`config.mk`:
```
export PLATFORM = sky130hd
export DESIGN_NAME = stage3_finalize
export DESIGN_NICKNAME = d
export VERILOG_FILES = /design/src/rtl/sqrt_pipe_pkg.sv /design/src/rtl/s3_skid_buffer.sv /design/src/rtl/stage3_finalize.sv
export SDC_FILE = /design/constraint.sdc
export NUM_CORES = 1
export LEC_CHECK = 0
export CAP_MARGIN = 20
export CELL_PAD_IN_SITES_DETAIL_PLACEMENT = 1
export CELL_PAD_IN_SITES_GLOBAL_PLACEMENT = 1
export CORE_ASPECT_RATIO = 0.8
export CORE_MARGIN = 5
export CORE_UTILIZATION = 25
export DETAILED_ROUTE_END_ITERATION = 10
export PLACE_DENSITY = 0.64
export SLEW_MARGIN = 25
export SYNTH_ARGS = -nofsm -noshare
export SYNTH_HDL_FRONTEND = slang
export SYNTH_SLANG_ARGS = --single-unit
```
`constraint.sdc`:
```
create_clock -name clk -period 2.7 [get_ports clk]
set_input_delay 0.54 -clock clk [delete_from_list [all_inputs] [get_ports clk]]
set_output_delay 0.54 -clock clk [all_outputs]
set_load 0.05 [all_outputs]
```
`src/rtl/sqrt_pipe_pkg.sv`:
```
// Shared widths and the Stage3 result token for the carry-split sqrt pipeline.
package sqrt_pipe_pkg;

    localparam int unsigned SQ_W    = 20;
    localparam int unsigned ROOT_W  = 8;
    localparam int unsigned CMP_W   = 8;
    localparam int unsigned TAG_W   = 2;

    // One fully resolved Stage3 result, as held in the skid buffer
    typedef struct packed {
        logic [TAG_W-1:0]  tag;
        logic [SQ_W-1:0]   square;
        logic [ROOT_W-1:0] root;
        logic              root_ovf;
        logic              lt;
        logic              eq;
    } s3_token_t;

    localparam int unsigned S3_TOKEN_W = $bits(s3_token_t);

endpackage

```
`src/rtl/s3_skid_buffer.sv`:
```
// Two-entry valid/ready skid buffer: a main register driving the outputs and
// one skid register absorbing the token accepted while the main one is held.
// Upstream ready is purely registered, so there is no ready_i -> ready_o path.
module s3_skid_buffer #(
    parameter int unsigned W = 8
) (
    input  logic         clk,
    input  logic         rst,
    input  logic         i_valid,
    output logic         o_ready,
    input  logic [W-1:0] i_data,
    output logic         o_valid,
    input  logic         i_ready,
    output logic [W-1:0] o_data
);

    logic         r_main_v;
    logic         r_skid_v;
    logic [W-1:0] r_main_d;
    logic [W-1:0] r_skid_d;
    logic         w_in_xfer;
    logic         w_out_xfer;

    assign o_ready    = ~r_skid_v;
    assign o_valid    = r_main_v;
    assign o_data     = r_main_d;
    assign w_in_xfer  = i_valid & ~r_skid_v;
    assign w_out_xfer = r_main_v & i_ready;

    // Main/skid occupancy and data movement; an in-transfer never coincides
    // with a full skid, so skid refill and skid drain are mutually exclusive.
    always_ff @(posedge clk or posedge rst) begin
        if (rst) begin
            r_main_v <= 1'b0;
            r_skid_v <= 1'b0;
            r_main_d <= '0;
            r_skid_d <= '0;
        end else if (w_out_xfer) begin
            if (r_skid_v) begin
                r_main_d <= r_skid_d;
                r_skid_v <= 1'b0;
            end else if (w_in_xfer) begin
                r_main_d <= i_data;
            end else begin
                r_main_v <= 1'b0;
            end
        end else if (w_in_xfer) begin
            if (!r_main_v) begin
                r_main_d <= i_data;
                r_main_v <= 1'b1;
            end else begin
                r_skid_d <= i_data;
                r_skid_v <= 1'b1;
            end
        end
    end

endmodule

```
`src/rtl/stage3_finalize.sv`:
```
// Stage3 of the carry-split square-root pipeline: resolves the deferred
// carries into a 20-bit candidate square and 8-bit candidate root, computes
// the low-byte compare flags, and registers the result through a skid buffer.
module stage3_finalize #(
    parameter int unsigned SQ_HI_W = 7,
    parameter int unsigned CMP_W   = 8,
    parameter int unsigned ROOT_W  = 8
) (
    input  logic        clk,
    input  logic        rst,
    input  logic        S3_valid_i,
    output logic        S3_ready_o,
    input  logic [1:0]  S3_feedback_i,
    input  logic [7:0]  S3_input_l_i,
    input  logic [7:0]  S3_square_l_i,
    input  logic [4:0]  S3_square_sum_i,
    input  logic        S3_Co_square_i,
    input  logic [11:0] S3_A_high_i,
    input  logic [11:0] S3_B_high_i,
    input  logic [3:0]  S3_root_sum_i,
    input  logic        S3_Co_root_i,
    input  logic [3:0]  S3_root_high_i,
    output logic        S3_valid_o,
    input  logic        S3_ready_i,
    output logic [1:0]  S3_feedback_o,
    output logic [19:0] S3_square_o,
    output logic [7:0]  S3_root_o,
    output logic        S3_root_ovf_o,
    output logic        S3_lt_o,
    output logic        S3_eq_o
);

    import sqrt_pipe_pkg::*;

    logic [SQ_HI_W-1:0] w_sq_hi;
    logic [4:0]         w_rh_sum;
    logic [ROOT_W-1:0]  w_root;
    logic               w_unused_addend_lo;
    s3_token_t          w_in_tok;
    s3_token_t          w_out_tok;

    // Only bits [11:5] of the upper addends feed the square; the low bits
    // were already folded into square_sum by Stage2.
    assign w_unused_addend_lo = ^{S3_A_high_i[4:0], S3_B_high_i[4:0]};

    assign w_sq_hi  = S3_A_high_i[11 -: SQ_HI_W] + S3_B_high_i[11 -: SQ_HI_W]
                    + SQ_HI_W'(S3_Co_square_i);
    assign w_rh_sum = {1'b0, S3_root_high_i} + {4'b0000, S3_Co_root_i};
    assign w_root   = {w_rh_sum[3:0], S3_root_sum_i};

    assign w_in_tok.tag      = S3_feedback_i;
    assign w_in_tok.square   = {w_sq_hi, S3_square_sum_i, S3_square_l_i};
    assign w_in_tok.root     = w_root;
    assign w_in_tok.root_ovf = w_rh_sum[4];
    assign w_in_tok.lt       = S3_input_l_i[CMP_W-1:0] <  S3_square_l_i[CMP_W-1:0];
    assign w_in_tok.eq       = S3_input_l_i[CMP_W-1:0] == S3_square_l_i[CMP_W-1:0];

    s3_skid_buffer #(
        .W (S3_TOKEN_W)
    ) u_skid (
        .clk     (clk),
        .rst     (rst),
        .i_valid (S3_valid_i),
        .o_ready (S3_ready_o),
        .i_data  (w_in_tok),
        .o_valid (S3_valid_o),
        .i_ready (S3_ready_i),
        .o_data  (w_out_tok)
    );

    assign S3_feedback_o = w_out_tok.tag;
    assign S3_square_o   = w_out_tok.square;
    assign S3_root_o     = w_out_tok.root;
    assign S3_root_ovf_o = w_out_tok.root_ovf;
    assign S3_lt_o       = w_out_tok.lt;
    assign S3_eq_o       = w_out_tok.eq;

endmodule

```
==> metrics.yaml, run 1 <==
status: "complete, no violations"
path_cells: "clkdlybuf4s50_1, fa_1, inv_1, fa_1, nor2b_1, o31ai_1, a21boi_0, nand2_1, a31oi_1"
finalSetupViolCount: 0
layout-drive-gt1-share: 0.0805
yosys.cell_types.count: 38
grt_pass1_wl_um: 16800
r2r-start: "u_skid.o_valid$_DFFE_PP0P_"
track_usage: 0.132
worst_hold_slack_ns: 0.474
postSynthAreaPerCell_um2: 8.80
ys_seq_area_frac: 0.510
ys_top_cells_by_area: "dfrtp_1 (51%), nand2_1 (14%), ha_1 (5.6%), a31oi_1 (4.3%), nor2_1 (3.6%)"
wl_per_cell_um: 15.0
hpwlAfterDp_um: 7310
antenna_found_initial: 0
clock_path_buffers: 2
gr-total-overflow: 0
cts.sinks: 68
r2r_cells: 4
firstDrtPassIters: 4
hold_viol: 0
irDropWorstVdd_mv: 0.271
ys_ff_latch: 68
antenna_cells: 0
cpMostUsedCell: "fa_1"
power_w: 0.00262
syn-num-nets: 457
placed_area_um2: 4410
rsz0062_at_grt: "false"
hold_depth: 2
worstHoldPathType: "reg -> reg"
max_freq_mhz: 421
die_area_um2: 15800
fin_nets: 545
crit_fanout: 3
clk_pin_slew_worst_paths_ns: 0.06
coreArea_um2: 13000
critPathLaunch: "S3_Co_square_i"
cts_tree: "built"
synth_enable_flop_cells: 0
cts_buffers: 9
yosys_warnings: 0
gp_congestion: 0.739
vias: 2948
post-synth-top-count-cell: "nand2_1"
grt_start_max_net_pins: 39
drt_wl_total_um: 9740
synth_largest_area_cell: "dfrtp_1"
crit_path_start_kind: "input port"
ff2ff_setup_slack_ns: 1.01
holdBufCountCts: 0
worstHoldEndpoint: "u_skid.r_skid_d[19]$_DFFE_PP0P_"
max_slew_margin: 0.486
fin_crit_sh: 0.879
htreeDepth: 3
rr_endpoint: "u_skid.r_skid_d[1]$_DFFE_PP0P_"
design_area_um2: 4760
io_pins: 96
via_per_inst: 4.56
hold_start: "u_skid.r_skid_d[19]$_DFFE_PP0P_"
clkLatencyLatePin_ns: 0.33
path_class: "in -> reg"
cap_violations: 0
synthArstFlopShare: 1.00
initial_core_util: 0.257
critPathRequiredTime_ns: 2.94
cts_setup_buffers: 0
worstMarginPinSlew_ns: 0.769
critical_path_arrival_ns: 2.61
synth_top_area_frac: 0.510
grt_pass1_vias: 3337
syn_to_final_growth_pct: 42.9
finClkSkew_ns: 0.00557
syn_area_um2: 3330
drc_errors: 0
post-route-min-period_ns: 2.37
drt_iter0_markers: 54
core.rowCount: 37
critPathCaptureType: "flip-flop"
drt.antenna.violating_nets: 0
tns_ns: 0
cp_slowest_cell: "fa_1"
ys_dominant_reg_cell: "dfrtp_1"
syn_inst: 379
slew_viol_final: 0
utilization: 0.367
die_w_um: 139
die_h_um: 113
critPathMaxStageDelay_ns: 0.47
netlist_top_cells_count: "nand2_1 (120), dfrtp_1 (68), nor2_1 (32)"
pwr_density_cell_nw_per_um2: 551
ctsResizeCount: 0
numPortBuffers: 85
leakagePower_nw: 2.21
ctsRootBufferMaster: "clkbuf_16"
## power by group
| part | leakage [nW] | total, W | switching (W) | internal (W) |
|---|---|---|---|---|
| sequential | 0.945 | 0.00102 | 0 | 0.00102 |
| clock | 0.169 | 0.00138 | 0.000450 | 0.000927 |
| combinational | 1.10 | 0.000228 | 0.000110 | 0.000118 |
## logic make-up after synthesis
group                      after synthesis  synth area share
AOI/OAI and AO/OA                       80             0.146
xor gates and xnor gates                 7            0.0184
adders and majority gates               17            0.0683
buffers and inverters                   34            0.0458
DFF                                     68             0.510
muxes                                    1           0.00300
and+or+nand+nor                        172             0.208
## layer usage
| layer | share of wire | global-route usage | up-vias | routed length [um] |
|---|---|---|---|---|
| met4 | 0.013 | 0.0378 | 0 | 127 |
| met2 | 0.47 | 0.224 | 64 | 4620 |
| met1 | 0.47 | 0.162 | 1429 | 4540 |
| li1 | - | - | 1443 | - |
| met5 | 0 | 0 | - | 0 |
| met3 | 0.047 | 0.0401 | 12 | 456 |
## state kept, by name, summed over array words and instances (netlist names)
name and cells:
u_skid.o_data 33, u_skid.r_skid_d 33, u_skid.o_valid 1, u_skid.r_skid_v 1
## final cells by class
cell class | count | area, um^2
inverter | 13 | 48.8
multi-input combinational | 277 | 1480
timing repair buffer | 98 | 961
sequential | 68 | 1700
clock inverter | 6 | 111
fill | 1515 | 8200
tap | 175 | 219
clock buffer | 10 | 239
## critical path: cells and delay by family
kind / cells / cell delay, ns
adders and majority gates: 2 / 0.68
buffers and inverters: 2 / 0.53
AOI/OAI and AO/OA: 3 / 0.72
and+or+nand+nor: 2 / 0.15
## placed cells by master, fill, tap and decap left out, types with 9 or more instances in the layout
cell type        netlist  layout
o21ai_0               20      20
a31oi_1               23      23
inv_1                 13      12
nand2_1              120     120
ha_1                  15      15
clkdlybuf4s50_1        0      85
nor2_1                32      32
dfrtp_1               68      68
clkbuf_16              0       9
buf_4                  0      12
a21oi_1               16      16
## worst max-delay path by stage
stage	to	slack [ns]	cells after the start
finish	u_skid.o_data[28]$_DFFE_PP0P_	0.33	9
global route	u_skid.o_data[28]$_DFFE_PP0P_	0.16	9
CTS	u_skid.o_data[28]$_DFFE_PP0P_	0.31	9
detailed placement	u_skid.o_data[30]$_DFFE_PP0P_	-0.003	9
global placement	u_skid.o_data[28]$_DFFE_PP0P_	0.07	9
floorplan	u_skid.o_data[0]$_DFFE_PP0P_	0.45	1
## stage by stage
| step | instances | setup slack [ns] |
|---|---|---|
| final | 647 | 0.326 |
| after global placement | 631 | 0.0730 |
| after CTS | 647 | 0.308 |
| after floorplan | 379 | 0.448 |
| after detailed placement | 631 | -0.00301 |
| after global routing | 647 | 0.164 |
Note: power is estimated with default switching activity, not from simulation.
==> inputs of run 2 (changes only) <==
--- a/config.mk
+++ b/config.mk
@@ -13,6 +13,7 @@
 export CORE_UTILIZATION = 25
 export DETAILED_ROUTE_END_ITERATION = 10
 export PLACE_DENSITY = 0.64
+export SKIP_LAST_GASP = 1
 export SLEW_MARGIN = 25
 export SYNTH_ARGS = -nofsm -noshare
 export SYNTH_HDL_FRONTEND = slang
==> constraint.sdc (replaced) <==
create_clock -name clk -period 2.7 [get_ports clk]
set_input_delay 0.27 -clock clk [delete_from_list [all_inputs] [get_ports clk]]
set_output_delay 0.27 -clock clk [all_outputs]
set_load 0.05 [all_outputs]
==> metrics.yaml, run 2 (synthesized netlist as in run 1, its figures left out) <==
final_common_cell: "nand2_1"
hpwlAfterDp_um: 7390  # +1.1%
critPathRequiredTime_ns: 2.95  # about the same
critical_path_arrival_ns: 2.40  # -0.21 ns
cts.sinks: 68  # unchanged
status: "complete, no violations"
placed_cells: 629  # -0.32%
grt_busiest_layer: "met2"
num-fill-cells: 1528  # +0.86%
core.rowCount: 37  # unchanged
irDropWorstVdd_mv: 0.262  # -3.4%
die_area_um2: 15800  # unchanged
crit_path_start_kind: "input port"
drt_iter0_markers: 67  # +24%
ctsRootBufferMaster: "clkbuf_16"
track_usage: 0.129  # -0.00219
clock_path_buffers: 2  # unchanged
tns_ns: 0  # unchanged
die_w_um: 139  # unchanged
max_slew_margin: 0.622  # +0.135
cts_setup_buffers: 0  # unchanged
clkLatencyLatePin_ns: 0.33  # about the same
coreArea_um2: 13000  # unchanged
ctsResizeCount: 0  # unchanged
leakagePower_nw: 2.21  # -0.20%
grt_pass1_wl_um: 16400  # -2.4%
max_freq_mhz: 465  # +10%
vias: 2879  # -2.3%
drt_wl_total_um: 9770  # +0.39%
firstDrtPassIters: 4  # unchanged
finClkSkew_ns: 0.00483  # -0.000742 ns
finalSetupViolCount: 0  # unchanged
cap_violations: 0  # unchanged
holdBufCountCts: 0  # unchanged
io_pins: 96  # unchanged
final_cell_mix: "nand2_1 (120), clkdlybuf4s50_1 (85), dfrtp_1 (68)"
clk_pin_slew_worst_paths_ns: 0.06  # about the same
worst_hold_slack_ns: 0.320  # -0.153 ns
fin_crit_sh: 0.797  # -0.0828
multiInputGateArea_um2: 1480  # unchanged
use_met3: 0.0414  # +0.00127
layout-drive-gt1-share: 0.0766  # -0.00391
crit_fanout: 3  # unchanged
grt_pass1_vias: 3200  # -4.1%
die_h_um: 113  # unchanged
antenna_found_initial: 0  # unchanged
antenna_cells: 0  # unchanged
cts_tree: "built"
path_class: "in -> reg"
gp_congestion: 0.730  # -1.2%
cts_buffers: 9  # unchanged
gr-total-overflow: 0  # unchanged
fin_nets: 543  # -0.37%
worstMarginPinSlew_ns: 0.566  # -0.203 ns
grt_start_max_net_pins: 39  # unchanged
stdcell_count: 645  # -0.31%
numPortBuffers: 85  # unchanged
worstHoldPathType: "in -> async"
initial_core_util: 0.257  # unchanged
hold_viol: 0  # unchanged
drc_errors: 0  # unchanged
drt.antenna.violating_nets: 0  # unchanged
rsz0062_at_grt: "false"
slew_viol_final: 0  # unchanged
grt_use_met1: 0.169  # +0.00685
htreeDepth: 3  # unchanged
syn_to_final_growth_pct: 42.8  # about the same
post-route-min-period_ns: 2.15  # -0.224 ns
ff_latch_area_um2: 1700  # unchanged
wl_per_cell_um: 15.2  # +0.70%
use_met2: 0.210  # -0.0142
via_per_inst: 4.46  # -2.0%
critPathCaptureType: "flip-flop"
pwr_density_cell_nw_per_um2: 552  # +0.17%
[run 2: changes by cell type in the layout (fill, tap and decap cells not counted), sizes merged]
cell,change
buf,-2
[run 2: routing by layer]
metal | vias to the layer above | share of wire
met4 | 0 | 0.010
met2 | 64 | 0.46
met1 | 1370 | 0.49
met3 | 9 | 0.044
li1 | 1436 | -
met5 | - | 0
[run 2: where the power goes]
group          internal [W]  total (W)  switching, W
Sequential          0.00102    0.00102             0
Clock              0.000927    0.00138      0.000455
Combinational      0.000117   0.000225      0.000108
[run 2: final timing paths]
path                                                  from  slack (ns)                               to  cells past startpoint
min in group clk           u_skid.r_skid_d[28]$_DFFE_PP0P_        0.48  u_skid.r_skid_d[28]$_DFFE_PP0P_                      2
max in group asynchronous                              rst        1.66   u_skid.r_skid_d[3]$_DFFE_PP0P_                      3
setup reg to reg                u_skid.o_valid$_DFFE_PP0P_        0.92   u_skid.r_skid_d[1]$_DFFE_PP0P_                      4
hold / removal                                         rst        0.32    u_skid.o_data[16]$_DFFE_PP0P_                      2
setup / recovery                            S3_Co_square_i        0.55    u_skid.o_data[28]$_DFFE_PP0P_                      9
hold reg to reg            u_skid.r_skid_d[28]$_DFFE_PP0P_        0.48  u_skid.r_skid_d[28]$_DFFE_PP0P_                      2
[run 2: worst max-delay path, cell delays in order]
cell	delay, ns
clkdlybuf4s50_1	0.43
fa_1	0.48
inv_1	0.10
fa_1	0.21
nor2b_1	0.07
o31ai_1	0.27
a21boi_0	0.33
nand2_1	0.08
a31oi_1	0.17
[run 2: final cells by class]
cell class / count / share of cell area
multi-input cells: 277 / 0.311
repair buffers: 96 / 0.201
clock inverters: 6 / 0.0234
flip-flops and latches: 68 / 0.357
inverters: 13 / 0.0102
clock buffers: 10 / 0.0502
well taps: 175 / 0.0460
[run 2: metrics by stage]
stage / power, W / instance area (um^2) / setup slack (ns) / util
2_1_floorplan: 0.00115 / 3330 / 0.718 / -
3_3_place_gp: 0.00126 / 4410 / 0.296 / 0.340
3_5_place_dp: 0.00127 / 4410 / 0.210 / 0.340
4_1_cts: 0.00267 / 4760 / 0.568 / 0.367
5_1_grt: 0.00274 / 4760 / 0.393 / 0.367
6_report: 0.00263 / 4760 / 0.549 / 0.367
==> inputs of run 3 (changes only) <==
--- a/config.mk
+++ b/config.mk
@@ -12,7 +12,7 @@
 export CORE_MARGIN = 5
 export CORE_UTILIZATION = 25
 export DETAILED_ROUTE_END_ITERATION = 10
-export PLACE_DENSITY = 0.64
+export PLACE_DENSITY = 0.67
 export SKIP_LAST_GASP = 1
 export SLEW_MARGIN = 25
 export SYNTH_ARGS = -nofsm -noshare
==> constraint.sdc (replaced) <==
create_clock -name clk -period 1.8 [get_ports clk]
set_input_delay 0.18 -clock clk [delete_from_list [all_inputs] [get_ports clk]]
set_output_delay 0.18 -clock clk [all_outputs]
set_load 0.05 [all_outputs]
==> metrics.yaml, run 3 (synthesized netlist as in run 1, its figures left out) <==
status: "complete, no violations"
ctsRootBufferMaster: "clkbuf_16"
worstHoldPathType: "in -> async"
num-fill-cells: 1517  # -0.72%
m1WireLength_um: 4620  # -3.3%
gp_congestion: 0.845  # +16%
placed_cells: 648  # +3.0%
crit_fanout: 3  # unchanged
crit_path_start_kind: "input port"
firstDrtPassIters: 4  # unchanged
rsz0062_at_grt: "true"
critical_path_arrival_ns: 2.02  # -0.38 ns
critPathMaxStageDelay_ns: 0.52  # +0.04 ns
final_common_cell: "nand2_1"
layout-drive-gt1-share: 0.153  # +0.0762
die_w_um: 139  # unchanged
clock_path_buffers: 2  # unchanged
final_cell_mix: "nand2_1 (120), clkdlybuf4s50_1 (75), dfrtp_1 (68)"
power_w: 0.00389  # +48%
grt_pass1_wl_um: 17300  # +5.7%
route.met3.wl_um: 388  # -9.3%
drt_wl_total_um: 10300  # +5.0%
fin_crit_sh: 0.979
cp_slowest_cell: "or4_4"
antenna_cells: 0  # unchanged
internal-power_w: 0.00307  # +49%
core.rowCount: 37  # unchanged
hpwlAfterDp_um: 7530  # +2.0%
htreeDepth: 3  # unchanged
p_sw_frac: 0.213  # -0.00166
power_frac_clock: 0.505  # -0.021
path_buf_inv: 2  # unchanged
track_usage: 0.136  # +0.00692
antenna_found_initial: 0  # unchanged
stdcell_count: 666  # +3.3%
switchingPower_w: 0.000829  # +47%
coreArea_um2: 13000  # unchanged
critPathCaptureType: "flip-flop"
cp_top_family: "simple AND/OR/NAND/NOR gates"
worstMarginPinSlew_ns: 0.515  # -0.0513 ns
initial_core_util: 0.257  # unchanged
drc_errors: 0  # unchanged
ff2ff_setup_slack_ns: 0.17  # -0.75 ns
grt_start_max_net_pins: 69  # +77%
finalSetupViolCount: 0  # unchanged
grt_pass1_vias: 3464  # +8.3%
max_freq_mhz: 567
cts_buffers: 9  # unchanged
hold_viol: 0  # unchanged
syn_to_final_growth_pct: 48.9
slew_viol_final: 0  # unchanged
routed.top_layer: "met4"
dr_wl_met2_um: 5120  # +15%
pwr-share-comb: 0.102  # +0.016
cap_violations: 0  # unchanged
sequentialPowerShare: 0.393  # +0.005
die_area_um2: 15800  # unchanged
wl_per_cell_um: 15.4  # +1.7%
irDropWorstVdd_mv: 0.492  # +88%
io_pins: 96  # unchanged
max_slew_margin: 0.656  # +0.0337
utilization: 0.383  # +0.0156
gr-total-overflow: 0  # unchanged
post-route-min-period_ns: 1.76
fin_nets: 564  # +3.9%
vias: 3018  # +4.8%
drt_iter0_markers: 120  # +79%
die_h_um: 113  # unchanged
drt.antenna.violating_nets: 0  # unchanged
cts_tree: "built"
clkLatencyLatePin_ns: 0.32  # about the same
worst_hold_slack_ns: 0.276  # -0.0441 ns
via_per_inst: 4.53  # +1.5%
pwr_density_cell_nw_per_um2: 785  # +42%
path_cells: "clkdlybuf4s50_1, buf_4, ha_1, a211oi_2, o21bai_1, a21oi_2, or4_4, nand3_1"
tns_ns: 0  # unchanged
cts.sinks: 68  # unchanged
clk_pin_slew_worst_paths_ns: 0.06  # about the same
critPathRequiredTime_ns: 2.06  # -0.89 ns
numPortBuffers: 85  # unchanged
leakagePower_nw: 2.33  # +5.8%
path_class: "in -> reg"
finClkSkew_ns: 0.00492  # +0.0000885 ns
==> run 3: cell types whose count changed in the layout (fill, tap and decap cells not counted), sizes merged <==
cell,previous run,this run
inv,13,12
buf,11,39
dlygate4sd2,0,3
clkbuf,10,12
bufinv,3,2
clkdlybuf4s50,85,75
==> run 3: metrics by stage <==
stage | instance area (um^2) | worst slack, ns
final | 4960 | 0.0376
after global routing | 4960 | -0.0343
after detailed placement | 4580 | -0.579
after CTS | 4950 | 0.0518
after floorplan | 3340 | 0.108
after global placement | 4580 | -0.433
==> run 3: final timing paths <==
check	from	to	cells past startpoint
min in group clk	S3_root_sum_i[3]	u_skid.r_skid_d[6]$_DFFE_PP0P_	3
worst max register to register	u_skid.o_valid$_DFFE_PP0P_	u_skid.r_skid_d[0]$_DFFE_PP0P_	4
max in group asynchronous	rst	u_skid.o_data[28]$_DFFE_PP0P_	3
worst max-delay path	S3_A_high_i[6]	u_skid.o_data[29]$_DFFE_PP0P_	8
worst min register to register	u_skid.r_skid_d[21]$_DFFE_PP0P_	u_skid.r_skid_d[21]$_DFFE_PP0P_	2
worst min-delay path	rst	u_skid.o_data[16]$_DFFE_PP0P_	3
==> run 3: per-layer routing <==
layer  up-vias  track usage
li1       1485            -
met2        62        0.238
met3        16       0.0397
met4         0       0.0391
met5         -            0
met1      1455        0.164
==> run 3: area by class of cell <==
cell class / count / area, um^2 / area share
clock buffer: 12 / 267 / 0.0537
clock inverter: 4 / 70.1 / 0.0141
inverter: 13 / 52.6 / 0.0106
multi-input combinational: 277 / 1520 / 0.307
sequential: 68 / 1700 / 0.343
tap: 175 / 219 / 0.0441
timing repair buffer: 117 / 1130 / 0.228
==> run 3: tightest hold or removal path, delay by kind of cell <==
kind,cells,cell delay [ns]
buffers and inverters,3,0.82
==> run 3: timing repair <==
item,CTS,global route
hold buffers,0,0
hold endpoints to repair,0,0
setup endpoints to repair,6,3
setup buffers,2,0
pin swaps,4,2
resized for setup,12,3
==> run 3: power by group through the flow <==
stage	clock network [W]	logic [W]	registers, W
floorplan	0	0.000161	0.00156
global placement	0	0.000367	0.00156
detailed placement	0	0.000377	0.00156
CTS	0.00202	0.000398	0.00153
global route	0.00209	0.000444	0.00153
finish	0.00197	0.000396	0.00153
==> RTL change 1, RTL diff (settings of run 1) <==
Put a register stage on the output `S3_root_ovf_o`. The value now appears one clock later. The other outputs are not delayed to match.
--- a/src/rtl/stage3_finalize.sv
+++ b/src/rtl/stage3_finalize.sv
@@ -73,3 +73,5 @@
     assign S3_root_o     = w_out_tok.root;
-    assign S3_root_ovf_o = w_out_tok.root_ovf;
+    always_ff @(posedge clk) begin
+        S3_root_ovf_o <= w_out_tok.root_ovf;
+    end
     assign S3_lt_o       = w_out_tok.lt;
Formal check against the unedited RTL: not equivalent (a bounded check fails within 4 cycles, from zero or initial values and one cycle with rst high).
==> RTL change 1 against run 1 <==
  * Cell count increased by 0.93%
  * Global-route usage shrank 0.88 points
  * Setup slack got worse by 0.024 ns
  * Design area down 1.4%
  * Combinational power is 2% higher
  * Clock skew decreased by 0.0025 ns
  * Sequential cell count is 1 higher
  * Synthesized cell count increased by 8.2%
  * Synthesized area grew 7.4%
  * Via count down 1.4%
  * Power is 11% lower
  * Wire length shrank 1.3%
  * Critical endpoint unchanged
==> RTL change 1: results (changes against run 1) <==
grt_use_met2_pct: 21.3  # -1.1 points
hold_path_startpoint: "u_skid.o_data[2]"
synthArstFlopShare_pct: 98.6  # -1.4 points
dp_hpwl_mm: 6.84  # -6.4%
route.met2.wl_mm: 4.62  # +0.13%
grt_max_degree: 69  # +77%
grtUsageMet3_pct: 3.53  # -0.48 points
grt_pass1_wl_mm: 16.0  # -4.6%
dp_slack_ns: -0.0827  # -0.0797 ns
drtIter0Drc: 88  # +63%
layout-drive-gt1-share_pct: 6.61  # -1.4 points
avgViaCountPerCell: 4.45  # -2.3%
drt-met1-wl_mm: 4.36  # -4.0%
switching_share_pct: 22.8  # +1.5 points
dr_wl_met3_um: 470  # +3.1%
post_drt_wl_per_cell_um: 14.7  # -2.2%
vias: 2906  # -1.4%
status: "finished clean"
min_to: "S3_root_ovf_o"
power_switching_uw: 529  # -5.3%
clock_skew_ns: 0.00312  # -0.00245 ns
fill_cells: 1663  # +9.8%
synth_cell_types: 40  # +5.3%
irDropWorstVdd_uv: 280  # +3.1%
place_inst: 638  # +1.1%
ys_seq_area_share_pct: 48.1  # -2.9 points
gp_congestion: 0.710  # -4.0%
placed_cell_area_um2: 4430  # +0.48%
ys_top_cells_by_count: "nand2_1, dfrtp_1, nor2_1"
critPathMaxFanout: 2  # -1
period_minus_slack_ns: 2.40  # +0.0242 ns
min_path_cells: 0  # -2
synth.area.top_cells: "dfrtp_1, nand2_1, buf_4, ha_1, a31oi_1"
postSynthNetCount: 488  # +6.8%
powerClk_uw: 1060  # -23%
leakagePower_uw: 0.00217  # -1.9%
cp_data_arrival_time_ns: 2.65  # +0.04 ns
worstMarginPinSlew_ns: 0.570  # -0.199 ns
comb-power_uw: 232  # +2%
grt_usage_pct: 12.3  # -0.88 points
syn_avg_cell_area_um2: 8.73  # -0.76%
grt_pass1_vias: 3275  # -1.9%
-- RTL change 1: cell count changes after synthesis --
cell | run 1 | this run
dfxtp_1 | 0 | 1
buf_4 | 0 | 30
-- RTL change 1: logic make-up after synthesis --
family          synth area share (%)
compound gates                  13.6
xor+xnor                        1.71
fa+ha+maj                       6.36
buf+inv                         10.6
flops                           48.1
mux                            0.280
simple gates                    19.4
-- RTL change 1: metrics by stage --
step / hold slack, ns / utilization [%]
3_5_place_dp: 0.371 / 31.3
5_1_grt: 0.404 / 33.2
4_1_cts: 0.379 / 33.2
3_3_place_gp: 0.359 / 31.3
2_1_floorplan: 0.347 / -
6_report: 0.376 / 33.2
-- RTL change 1: cell type report --
| class | instances | share of cell area, % |
|---|---|---|
| sequential | 69 | 36.7 |
| multi-input combinational | 277 | 31.6 |
| inverter | 13 | 1.04 |
| tap | 184 | 4.90 |
| timing repair buffer | 95 | 20.3 |
| clock buffer | 13 | 5.33 |
| clock inverter | 2 | 0.213 |
==> RTL change 2, RTL diff (flow settings as in run 1) <==
Without the edit above. Make the reset (`rst`) synchronous in one clocked block.
--- a/src/rtl/s3_skid_buffer.sv
+++ b/src/rtl/s3_skid_buffer.sv
@@ -31,3 +31,3 @@
     // with a full skid, so skid refill and skid drain are mutually exclusive.
-    always_ff @(posedge clk or posedge rst) begin
+    always_ff @(posedge clk) begin
         if (rst) begin
Function: differs if rst is asserted again (counterexample within 4 cycles, from zero or initial values and one cycle with rst high); with rst held inactive, the same outputs for 4 cycles.
==> RTL change 2 against run 1 <==
  * Utilization fell by 0.79 points
  * Sequential cell count did not move
  * Design area fell by 3.5%
  * Synthesized area fell by 2.8%
  * Wire length rose by 3.6%
  * Setup slack got worse by 0.048 ns
Power is not compared: it rests on default switching activity, and its combinational part moved more than twofold at a synthesized area within 25%.
==> RTL change 2: results (changes against run 1) <==
synth.area.top_cells: "dfxtp_1, nand2_1, a21oi_1, a311oi_1, ha_1"
postSynthNetCount: 486  # +6.3%
grt_usage_pct: 13.8  # +0.68 points
holdWs_ns: 0.452  # -0.0212 ns
post_drt_wl_per_cell_um: 15.1  # +0.46%
synthFlopType: "dfxtp_1"
avgViaCountPerCell: 4.72  # +3.5%
synth_cells: 408  # +7.7%
fmax_mhz: 413  # -2.0%
critPathMaxFanout: 4  # +1
dp_slack_ns: -0.0860  # -0.0830 ns
stdcell_count: 667  # +3.1%
status: "finished clean"
hold_path_startpoint: "u_skid.o_data[25]"
ys_top_cells_by_count: "nand2_1, dfxtp_1, a21oi_1"
drtIter0Drc: 177  # +230%
rrSetupSlack_ns: 1.09  # +0.08 ns
clock_skew_ns: 0.00493  # -0.000646 ns
fill_cells: 1523  # +0.53%
cp_data_arrival_time_ns: 2.65  # +0.04 ns
grt_pass1_wl_mm: 17.0  # +1.4%
placed_cell_area_um2: 4260  # -3.5%
crit_slowest_cell: "clkdlybuf4s50_1"
relSlewSlack_pct: 60.5  # +12 points
dp_hpwl_mm: 6.95  # -4.9%
nNetsFinal: 565  # +3.7%
final_cell_area_um2: 4590  # -3.5%
cp-endpoint: "u_skid.o_data[30]"
slowest_delay_ns: 0.49  # +0.02 ns
worstReg2RegStart: "u_skid.o_valid"
==> RTL change 2: layout make-up <==
type	instances	area share [%]
inverter	16	1.31
sequential	68	29.6
clock buffer	11	5.50
clock inverter	5	1.82
timing repair buffer	97	20.6
multi-input combinational	295	36.3
tap	175	4.77
==> RTL change 2: logic make-up after synthesis <==
logic type	share of synthesized area, %
adder cells (fa/ha/maj)	7.02
AO/OA/AOI/OAI	21.2
AND/OR/NAND/NOR	21.7
flip-flops	42.0
XOR/XNOR	1.08
multiplexers	0.309
buffers and inverters	6.75
==> RTL change 2: per-layer routing <==
metal	GRT usage [%]	wire length [um]	vias to the layer above	share of wire, %
met5	0	0	-	0
met3	3.97	595	10	5.9
met2	24.0	4590	76	45
met1	16.8	4810	1490	48
li1	-	-	1569	-
met4	3.39	94	0	0.93
